### config.mk
export PLATFORM = sky130hd
export DESIGN_NAME = multi_level_priority_arbiter
export DESIGN_NICKNAME = d
export VERILOG_FILES = /design/src/rtl/multi_level_priority_arbiter_pkg.sv /design/src/rtl/fifo_queue.sv /design/src/rtl/multi_level_priority_arbiter_rr_priority_select.sv /design/src/rtl/multi_level_priority_arbiter.sv
export SDC_FILE = /design/constraint.sdc
export NUM_CORES = 1
export LEC_CHECK = 0
export ABC_AREA = 1
export CAP_MARGIN = 10
export CORE_MARGIN = 3
export CORE_UTILIZATION = 55
export CTS_CLUSTER_SIZE = 40
export DETAILED_ROUTE_END_ITERATION = 16
export PLACE_DENSITY = 0.81
export SLEW_MARGIN = 20
export SYNTH_ARGS = -nofsm -noshare
export SYNTH_HDL_FRONTEND = slang
export SYNTH_SLANG_ARGS = --single-unit
export TNS_END_PERCENT = 5
### constraint.sdc
create_clock -name clk_in -period 6.7 [get_ports clk_in]
set_input_delay 1.005 -clock clk_in [delete_from_list [all_inputs] [get_ports clk_in]]
set_output_delay 1.005 -clock clk_in [all_outputs]
set_load 0.05 [all_outputs]
### src/rtl/multi_level_priority_arbiter_pkg.sv
// Shared width helpers and boost-level constant for the multi-level priority arbiter.
package multi_level_priority_arbiter_pkg;

  function automatic int unsigned prio_width(input int unsigned num_levels);
    return (num_levels > 1) ? $clog2(num_levels) : 1;
  endfunction

  function automatic int unsigned age_width(input int unsigned limit);
    return $clog2(limit + 1);
  endfunction

  function automatic int unsigned req_log2(input int unsigned num_req);
    return (num_req > 2) ? $clog2(num_req) : 1;
  endfunction

  // Starved heads compete one level above the highest real priority.
  function automatic int unsigned boost_level(input int unsigned num_levels);
    return num_levels;
  endfunction

endpackage

### src/rtl/fifo_queue.sv
// Per-channel request queue; full/empty derive only from registered state.
module fifo_queue #(
  parameter int unsigned DATA_WIDTH = 8,
  parameter int unsigned DEPTH      = 2
) (
  input  logic                  clk_in,
  input  logic                  reset_in,
  input  logic                  push_in,
  input  logic [DATA_WIDTH-1:0] data_in,
  input  logic                  pop_in,
  output logic [DATA_WIDTH-1:0] data_out,
  output logic                  empty_out,
  output logic                  full_out
);
  localparam int unsigned AW = (DEPTH > 1) ? $clog2(DEPTH) : 1;

  logic [DATA_WIDTH-1:0] mem [DEPTH];
  logic [AW-1:0]         wr_ptr, rd_ptr;
  logic [AW:0]           count;
  logic                  do_push, do_pop;

  assign full_out  = (count == (AW+1)'(DEPTH));
  assign empty_out = (count == '0);
  assign do_push   = push_in & ~full_out;
  assign do_pop    = pop_in & ~empty_out;
  assign data_out  = mem[rd_ptr];

  always_ff @(posedge clk_in) begin
    if (do_push) mem[wr_ptr] <= data_in;
  end

  always_ff @(posedge clk_in) begin
    if (reset_in) begin
      wr_ptr <= '0;
      rd_ptr <= '0;
      count  <= '0;
    end else begin
      if (do_push) wr_ptr <= wr_ptr + 1'b1;
      if (do_pop)  rd_ptr <= rd_ptr + 1'b1;
      unique case ({do_push, do_pop})
        2'b10:   count <= count + 1'b1;
        2'b01:   count <= count - 1'b1;
        default: count <= count;
      endcase
    end
  end

endmodule

### src/rtl/multi_level_priority_arbiter_rr_priority_select.sv
// Highest effective priority wins; ties resolved by round-robin scan after last_grant.
module rr_priority_select #(
  parameter int unsigned NUM_REQUEST = 4,
  parameter int unsigned PRIO_W      = 3,
  parameter int unsigned IDX_W       = 2
) (
  input  logic [NUM_REQUEST-1:0]        valid_in,
  input  logic [PRIO_W*NUM_REQUEST-1:0] prio_flat_in,
  input  logic [IDX_W-1:0]              last_grant_in,
  output logic [IDX_W-1:0]              winner_out,
  output logic                          any_valid_out
);
  logic [PRIO_W-1:0] prio_arr [NUM_REQUEST];

  for (genvar i = 0; i < NUM_REQUEST; i++) begin : g_unpack
    assign prio_arr[i] = prio_flat_in[i*PRIO_W +: PRIO_W];
  end

  int unsigned       idx;
  logic [IDX_W-1:0]  sel;
  logic [PRIO_W-1:0] best;

  // Strict '>' keeps the earliest candidate in scan order on ties.
  always_comb begin
    winner_out    = '0;
    any_valid_out = 1'b0;
    best          = '0;
    idx           = 0;
    sel           = '0;
    for (int unsigned k = 1; k <= NUM_REQUEST; k++) begin
      idx = 32'(last_grant_in) + k;
      if (idx >= NUM_REQUEST) idx = idx - NUM_REQUEST;
      sel = IDX_W'(idx);
      if (valid_in[sel] && (!any_valid_out || prio_arr[sel] > best)) begin
        any_valid_out = 1'b1;
        best          = prio_arr[sel];
        winner_out    = sel;
      end
    end
  end

endmodule

### src/rtl/multi_level_priority_arbiter.sv
// N-to-1 arbiter: per-channel queues, multi-level priority, round-robin ties,
// starvation boost, registered valid/ack output stage.
module multi_level_priority_arbiter
  import multi_level_priority_arbiter_pkg::*;
#(
  parameter int unsigned SINGLE_REQUEST_WIDTH_IN_BITS = 64,
  parameter int unsigned NUM_REQUEST                  = 4,
  parameter int unsigned INPUT_QUEUE_SIZE             = 2,
  parameter int unsigned NUM_PRIORITY_LEVEL           = 4,
  parameter int unsigned STARVATION_LIMIT             = 15,
  parameter int unsigned PRIORITY_WIDTH               = prio_width(NUM_PRIORITY_LEVEL),
  parameter int unsigned NUM_REQUEST_LOG2             = req_log2(NUM_REQUEST)
) (
  input  logic                                             clk_in,
  input  logic                                             reset_in,
  input  logic [SINGLE_REQUEST_WIDTH_IN_BITS*NUM_REQUEST-1:0] request_flatted_in,
  input  logic [NUM_REQUEST-1:0]                           request_valid_flatted_in,
  input  logic [PRIORITY_WIDTH*NUM_REQUEST-1:0]            request_priority_flatted_in,
  output logic [NUM_REQUEST-1:0]                           issue_ack_out,
  output logic [SINGLE_REQUEST_WIDTH_IN_BITS-1:0]          request_out,
  output logic [NUM_REQUEST_LOG2-1:0]                      request_source_out,
  output logic                                             request_valid_out,
  input  logic                                             issue_ack_in
);
  localparam int unsigned W     = SINGLE_REQUEST_WIDTH_IN_BITS;
  localparam int unsigned PW    = PRIORITY_WIDTH;
  localparam int unsigned EW    = W + PW;
  localparam int unsigned EP_W  = PW + 1;
  localparam int unsigned AGE_W = age_width(STARVATION_LIMIT);
  localparam int unsigned NL2   = NUM_REQUEST_LOG2;

  localparam logic [AGE_W-1:0] AGE_MAX = AGE_W'(STARVATION_LIMIT);
  localparam logic [EP_W-1:0]  BOOST   = EP_W'(boost_level(NUM_PRIORITY_LEVEL));
  localparam logic [NL2-1:0]   LAST_CH = NL2'(NUM_REQUEST - 1);

  logic [NUM_REQUEST-1:0]      q_full, q_empty, q_pop, head_valid;
  logic [EW-1:0]               q_head [NUM_REQUEST];
  logic [AGE_W-1:0]            age    [NUM_REQUEST];
  logic [EP_W*NUM_REQUEST-1:0] eff_prio_flat;
  logic [NL2-1:0]              last_grant, winner;
  logic                        any_valid, load;

  assign load          = ~request_valid_out | issue_ack_in;
  assign issue_ack_out = request_valid_flatted_in & ~q_full & {NUM_REQUEST{~reset_in}};

  for (genvar i = 0; i < NUM_REQUEST; i++) begin : g_ch
    fifo_queue #(
      .DATA_WIDTH(EW),
      .DEPTH     (INPUT_QUEUE_SIZE)
    ) u_queue (
      .clk_in   (clk_in),
      .reset_in (reset_in),
      .push_in  (issue_ack_out[i]),
      .data_in  ({request_priority_flatted_in[i*PW +: PW], request_flatted_in[i*W +: W]}),
      .pop_in   (q_pop[i]),
      .data_out (q_head[i]),
      .empty_out(q_empty[i]),
      .full_out (q_full[i])
    );
    assign head_valid[i] = ~q_empty[i];
    assign eff_prio_flat[i*EP_W +: EP_W] =
      (age[i] == AGE_MAX) ? BOOST : {1'b0, q_head[i][EW-1 -: PW]};
    assign q_pop[i] = load & any_valid & (winner == NL2'(i));
  end

  rr_priority_select #(
    .NUM_REQUEST(NUM_REQUEST),
    .PRIO_W     (EP_W),
    .IDX_W      (NL2)
  ) u_select (
    .valid_in     (head_valid),
    .prio_flat_in (eff_prio_flat),
    .last_grant_in(last_grant),
    .winner_out   (winner),
    .any_valid_out(any_valid)
  );

  always_ff @(posedge clk_in) begin
    if (reset_in) begin
      request_out        <= '0;
      request_source_out <= '0;
      request_valid_out  <= 1'b0;
      last_grant         <= LAST_CH;
    end else if (load) begin
      if (any_valid) begin
        request_out        <= q_head[winner][W-1:0];
        request_source_out <= winner;
        request_valid_out  <= 1'b1;
        last_grant         <= winner;
      end else begin
        request_out        <= '0;
        request_source_out <= '0;
        request_valid_out  <= 1'b0;
      end
    end
  end

  // Ages only move on load cycles so a held output does not count as a lost arbitration.
  always_ff @(posedge clk_in) begin
    for (int unsigned i = 0; i < NUM_REQUEST; i++) begin
      if (reset_in) begin
        age[i] <= '0;
      end else if (load) begin
        if (!head_valid[i] || (winner == NL2'(i))) age[i] <= '0;
        else if (age[i] != AGE_MAX)                 age[i] <= age[i] + 1'b1;
      end
    end
  end

endmodule
==> impl_metrics.toml, run 1 <==
[run_status]
status = "finished clean"

[critical_path]
arrival_ns = 6.45
cp_max_fo = 28
max_stage_delay_ns = 0.42
cp-end-kind = "flip-flop"
worst_path_most_repeated_cell = "nand2_1"
cp_data_required_time_ns = 6.97
cp_slowest_cell = "edfxtp_1"
crit_type = "flip-flop to flip-flop"
worstSetupStartpointType = "flip-flop"

[drt]
wirelength_um = 69790
wl_per_cell_um = 23.19
viasPerCell = 5.764
num_vias = 17350
dr.max_layer_used = "met5"
dr.pass1.iters = 8
routed-wl-met2_um = 34450
wl_met1_um = 27150
drc = 0
ant_nets = 0
route.met3.wl_um = 5614
first_iter_violations = 1620

[clocking]
clk_pin_slew_ns = 0.06
cts.sinks = 633
clk_path_buf_depth = 3
worstSkewPairLatency_ns = 0.63
cts.htree.levels = 2
hold_buffers = 0
cts-resized-gates = 0
cts_buffers = 61
cts-root-buf = "clkbuf_16"
cts_tree = "yes"
cts_setup_buffers = 0

[min_path]
hp-class = "flip-flop to flip-flop"

[placed_design]
place_hpwl_um = 45130
place_inst = 2884
gp_congestion = 0.8927
io_buffers = 341

[die]
start_util_pct = 56.34
core_area_um2 = 45970
fp.dieArea_um2 = 49720
io_pins = 342
die_w_um = 223.0
die_y_um = 223.0
rows = 78

[synth]
synthTopCellsByCount = "edfxtp_1 (544), nand2_1 (295), nor2_1 (209), mux2i_1 (183), nand3_1 (172)"
synth-edff-count = 544
yosysSeqAreaShare_pct = 69.96
synth-seq-cells = 633
netlist.area_leader.share_pct = 63.08
synth_warnings = 0
synth_area_leaders = "edfxtp_1 (63%), mux2i_1 (7.1%), dfxtp_1 (6.9%)"
synth.avg_cell_area_um2 = 12.93
yosysTopAreaCell = "edfxtp_1"
synthCells = 2003
yosysMostFrequentCell = "edfxtp_1"
syn-num-nets = 2291
async_reset_ff_share_pct = 0
synth.distinct_cells = 31
synth_area_um2 = 25900
synth_ff_type = "edfxtp_1"

[layout]
multi_input_area_um2 = 6923
n_fill_cell = 3029
num-nets-final = 2635
register_area_um2 = 18130
area_delta_synth_final_pct = 23.86
drive_gt1_share_pct = 10.96
fin_cells = 3010

[run]
cap_violations = 0

[sta]
drv_slew = 0
rsz0062_at_grt = "false"
period_share_pct = 92.27
worst_slew_pin_slew_ns = 1.084
tns_ns = 0
setup_violations = 0
fmax_ghz = 0.1618
relSlewSlack_pct = 27.73
hold_viol = 0
fin_crit_ns = 6.182
fin_worst_skew_ns = 0.01686

[global_routing]
grt_overflow = 0
grt_max_degree = 53
grt_pass1_wl_um = 104100
grt_pass1_vias = 17700
antenna_found_initial = 13
grt.total_usage_pct = 27.69
[cell families after synthesis]
kind of cell             count (synthesis)  synth area share, %
AND/OR/NAND/NOR                        703                11.41
multiplexers                           265                10.64
AO/OA/AOI/OAI                          158                3.126
XOR/XNOR                                11               0.3720
buffers and inverters                  216                3.667
adder cells (fa/ha/maj)                 17               0.8214
flip-flops                             633                69.96
[layout make-up]
class                           count  share of cell area, %
Sequential cell                   633                  56.54
Clock inverter                     27                 0.8660
Antenna cell                       10                0.07802
Multi-Input combinational cell   1154                  21.58
Inverter                          116                  1.365
Clock buffer                       89                  5.496
Timing Repair Buffer              381                  11.73
Tap cell                          600                  2.341
[sequential cells by signal (all words and copies together) (netlist names), named ones only]
register             cells
age                     16
g_ch.u_queue.count       8
g_ch.u_queue.mem       528
g_ch.u_queue.rd_ptr      4
g_ch.u_queue.wr_ptr      4
last_grant               2
request_out             64
request_source_out       2
request_valid_out        1
[layout by cell type (no fill, tap or decap), types with 3 or more instances in the layout]
cell / n
edfxtp_1: 544
clkdlybuf4s50_1: 340
nand2_1: 295
nor2_1: 199
mux2i_1: 183
nand3_1: 172
inv_1: 109
dfxtp_1: 84
mux2_2: 82
o21ai_0: 78
clkbuf_16: 62
a21oi_1: 56
buf_4: 38
ha_1: 17
o21ai_1: 16
clkbuf_1: 16
clkinv_2: 13
nor2_4: 11
clkbuf_8: 11
diode_2: 10
nand2_2: 10
o211ai_1: 7
xnor2_1: 6
inv_2: 5
nand2_4: 5
xor2_1: 5
clkinvlp_4: 5
nor3_1: 4
dfxtp_4: 4
bufinv_16: 4
clkinv_1: 3
nand3_2: 3
[final timing paths]
kind,start,endpoint,slack [ns],cells past startpoint
worst max-delay path,age[3][0],age[3][1],0.52,37
worst max register to register,age[3][0],age[3][1],0.52,37
worst min register to register,request_out[31],request_out[31],0.47,2
worst min-delay path,request_out[31],request_out[31],0.47,2
[per-layer routing]
metal | global-route usage [%] | vias to the layer above
li1 | - | 7798
met1 | 36.26 | 8522
met2 | 46.52 | 851
met3 | 4.566 | 166
met4 | 11.12 | 12
met5 | 0 | -
[critical path: cells and delay by family (launching register included)]
kind	cells	cell delay, ns
AOI/OAI and AO/OA	10	1.59
buffers and inverters	4	0.64
adders and majority gates	4	1.23
DFF	1	0.42
and+or+nand+nor	19	1.96
[through the flow]
step                      area [µm²]  setup slack, ns  utilization, %  hold slack, ns
after global placement         29940           0.6216           65.14          0.4525
after global routing           32070          0.02951           69.76          0.4833
after CTS                      32040           0.4077           69.70          0.4681
after detailed placement       30000           0.4522           65.26          0.4583
after floorplan                25900            1.623               -          0.4431
final                          32070           0.5177           69.78          0.4681
Power of run 1 is not shown: default switching activity piles up to over one toggle a cycle in this logic, so the estimate is an artifact.
==> run 2: changes to the inputs <==
--- a/config.mk
+++ b/config.mk
@@ -6,12 +6,12 @@
 export NUM_CORES = 1
 export LEC_CHECK = 0
 export ABC_AREA = 1
-export CAP_MARGIN = 10
+export CAP_MARGIN = 20
 export CORE_MARGIN = 3
-export CORE_UTILIZATION = 55
+export CORE_UTILIZATION = 40
 export CTS_CLUSTER_SIZE = 40
 export DETAILED_ROUTE_END_ITERATION = 16
-export PLACE_DENSITY = 0.81
+export PLACE_DENSITY = 0.62
 export SLEW_MARGIN = 20
 export SYNTH_ARGS = -nofsm -noshare
 export SYNTH_HDL_FRONTEND = slang
==> run 2 against run 1 <==
  * Fmax up 0.79%
  * Design area rose by 1.7%
  * Global-route usage is 5.8 points lower
  * Routed wire length increased by 7.0%
  * Sequential share of layout area shrank 0.96 points
  * Non-clock buffer count up 2
  * Critical path depth stayed put
  * Worst hold slack worse by 0.0016 ns
  * Critical endpoint is now request_out[36]
==> impl_metrics.toml, run 2 (synthesis results as in run 1) <==
[run_status]
status = "finished clean"

[critical_path]
cp_max_fo = 27
r2r_setup_slack_ns = 0.57
timing.rr.end = "request_out[36]"
cp-endpoint = "request_out[36]"
max_stage_delay_ns = 0.41
worst_path_most_repeated_cell = "nand2_1"
reg2reg_depth = 37
arrival_ns = 6.59
crit_path_start = "last_grant[0]"
r2r_start = "last_grant[0]"
cp_slowest_cell = "nor2_4"
cp_data_required_time_ns = 7.15
worstSetupStartpointType = "flip-flop"
crit_type = "flip-flop to flip-flop"
cp-end-kind = "flip-flop"

[global_routing]
grt_pass1_wl_um = 109000
grt.total_usage_pct = 21.91
grt_overflow = 0
grt_pass1_vias = 17140
grt_max_degree = 49
antenna_found_initial = 11

[sta]
rsz0062_at_grt = "false"
drv_slew = 0
fin_worst_skew_ns = 0.01695
period_share_pct = 91.55
tns_ns = 0
setup_violations = 0
hold_viol = 0
relSlewSlack_pct = 38.40
timing.final.ws_setup_ns = 0.5659
fin_crit_ns = 6.134
fmax_ghz = 0.1630
worst_slew_pin_slew_ns = 0.9240

[layout]
layout_common_cells = "edfxtp_1 (544), clkdlybuf4s50_1 (340), nand2_1 (295)"
final_common_cell = "edfxtp_1"
area_delta_synth_final_pct = 25.99
num-nets-final = 2646
drive_gt1_share_pct = 11.14
largest_register = "g_ch.u_queue.mem"
fin_cells = 3271
top_regs = "g_ch.u_queue.mem: 528 flops, request_out: 64 flops, age: 16 flops"
largest_register_ff_count = 528

[die]
start_util_pct = 40.75
rows = 92
core_area_um2 = 63540
io_pins = 342
die_w_um = 260.4
die_y_um = 260.4
fp.dieArea_um2 = 67830

[placed_design]
gp_congestion = 0.7868
dpl_worst_slack_ns = 0.6077
place_hpwl_um = 48640
io_buffers = 341
place_inst = 3131

[drt]
first_iter_violations = 1358
dr.pass1.iters = 5
viasPerCell = 5.144
drc = 0
ant_nets = 0
num_vias = 16830
wirelength_um = 74670
wl_per_cell_um = 22.83

[clocking]
clk_pin_slew_ns = 0.06
cts.htree.levels = 3
cts-root-buf = "clkbuf_16"
worstSkewPairLatency_ns = 0.61
cts.sinks = 633
cts-resized-gates = 0
clk_path_buf_depth = 3
cts_setup_buffers = 0
hold_buffers = 0
cts_tree = "yes"
cts_buffers = 70

[run]
cap_violations = 0

[min_path]
worstHoldStart = "request_out[19]"
hp-class = "flip-flop to flip-flop"
-- run 2: changes by cell type in the layout (fill, tap and decap cells not counted), moves of 2 or more --
cell and change:
clkbuf_16 +12, clkbuf_1 +5, clkbuf_8 -4, buf_12 +3
clkinv_1 +3, clkinvlp_4 -3, inv_6 +2
-- run 2: layer usage --
layer | vias up | global-route usage, % | wire [µm]
met3 | 104 | 4.338 | 4560
met2 | 570 | 36.78 | 37170
met4 | 4 | 6.953 | 1621
met1 | 8341 | 28.69 | 31300
li1 | 7808 | - | -
met5 | - | 0 | 24
-- run 2: worst min path at each step --
stage / end / slack (ns) / cells after the start
2_1_floorplan: g_ch[0].u_queue.count[1] / 0.44 / 1
3_3_place_gp: request_out[38] / 0.46 / 2
3_5_place_dp: request_out[19] / 0.46 / 2
4_1_cts: request_out[19] / 0.47 / 2
5_1_grt: request_out[9] / 0.48 / 2
6_report: request_out[19] / 0.47 / 2
-- run 2: final cells by class --
| class | instances | area, µm² |
|---|---|---|
| fillers | 5399 | 30910 |
| flip-flops and latches | 633 | 18130 |
| multi-input cells | 1154 | 6914 |
| repair buffers | 383 | 3796 |
| clock buffers | 102 | 2027 |
| well taps | 846 | 1059 |
| inverters | 116 | 439.2 |
| clock inverters | 27 | 235.2 |
| diodes | 10 | 25.02 |
-- run 2: worst max-delay path: cells and delay by family (launching register included) --
family / cells / cell delay [ns]
flip-flops: 1 / 0.37
buffers and inverters: 4 / 0.97
AO/OA/AOI/OAI: 9 / 1.38
adder cells (fa/ha/maj): 3 / 0.99
AND/OR/NAND/NOR: 21 / 2.20
-- run 2: through the flow --
| step | hold WS [ns] | utilization [%] | instance area (µm²) |
|---|---|---|---|
| after global placement | 0.4562 | 47.67 | 30290 |
| final | 0.4666 | 51.35 | 32630 |
| after detailed placement | 0.4589 | 47.71 | 30310 |
| after CTS | 0.4682 | 51.27 | 32580 |
| after global routing | 0.4803 | 51.34 | 32620 |
| after floorplan | 0.4431 | - | 25900 |
Power of run 2 is left out for the same reason.
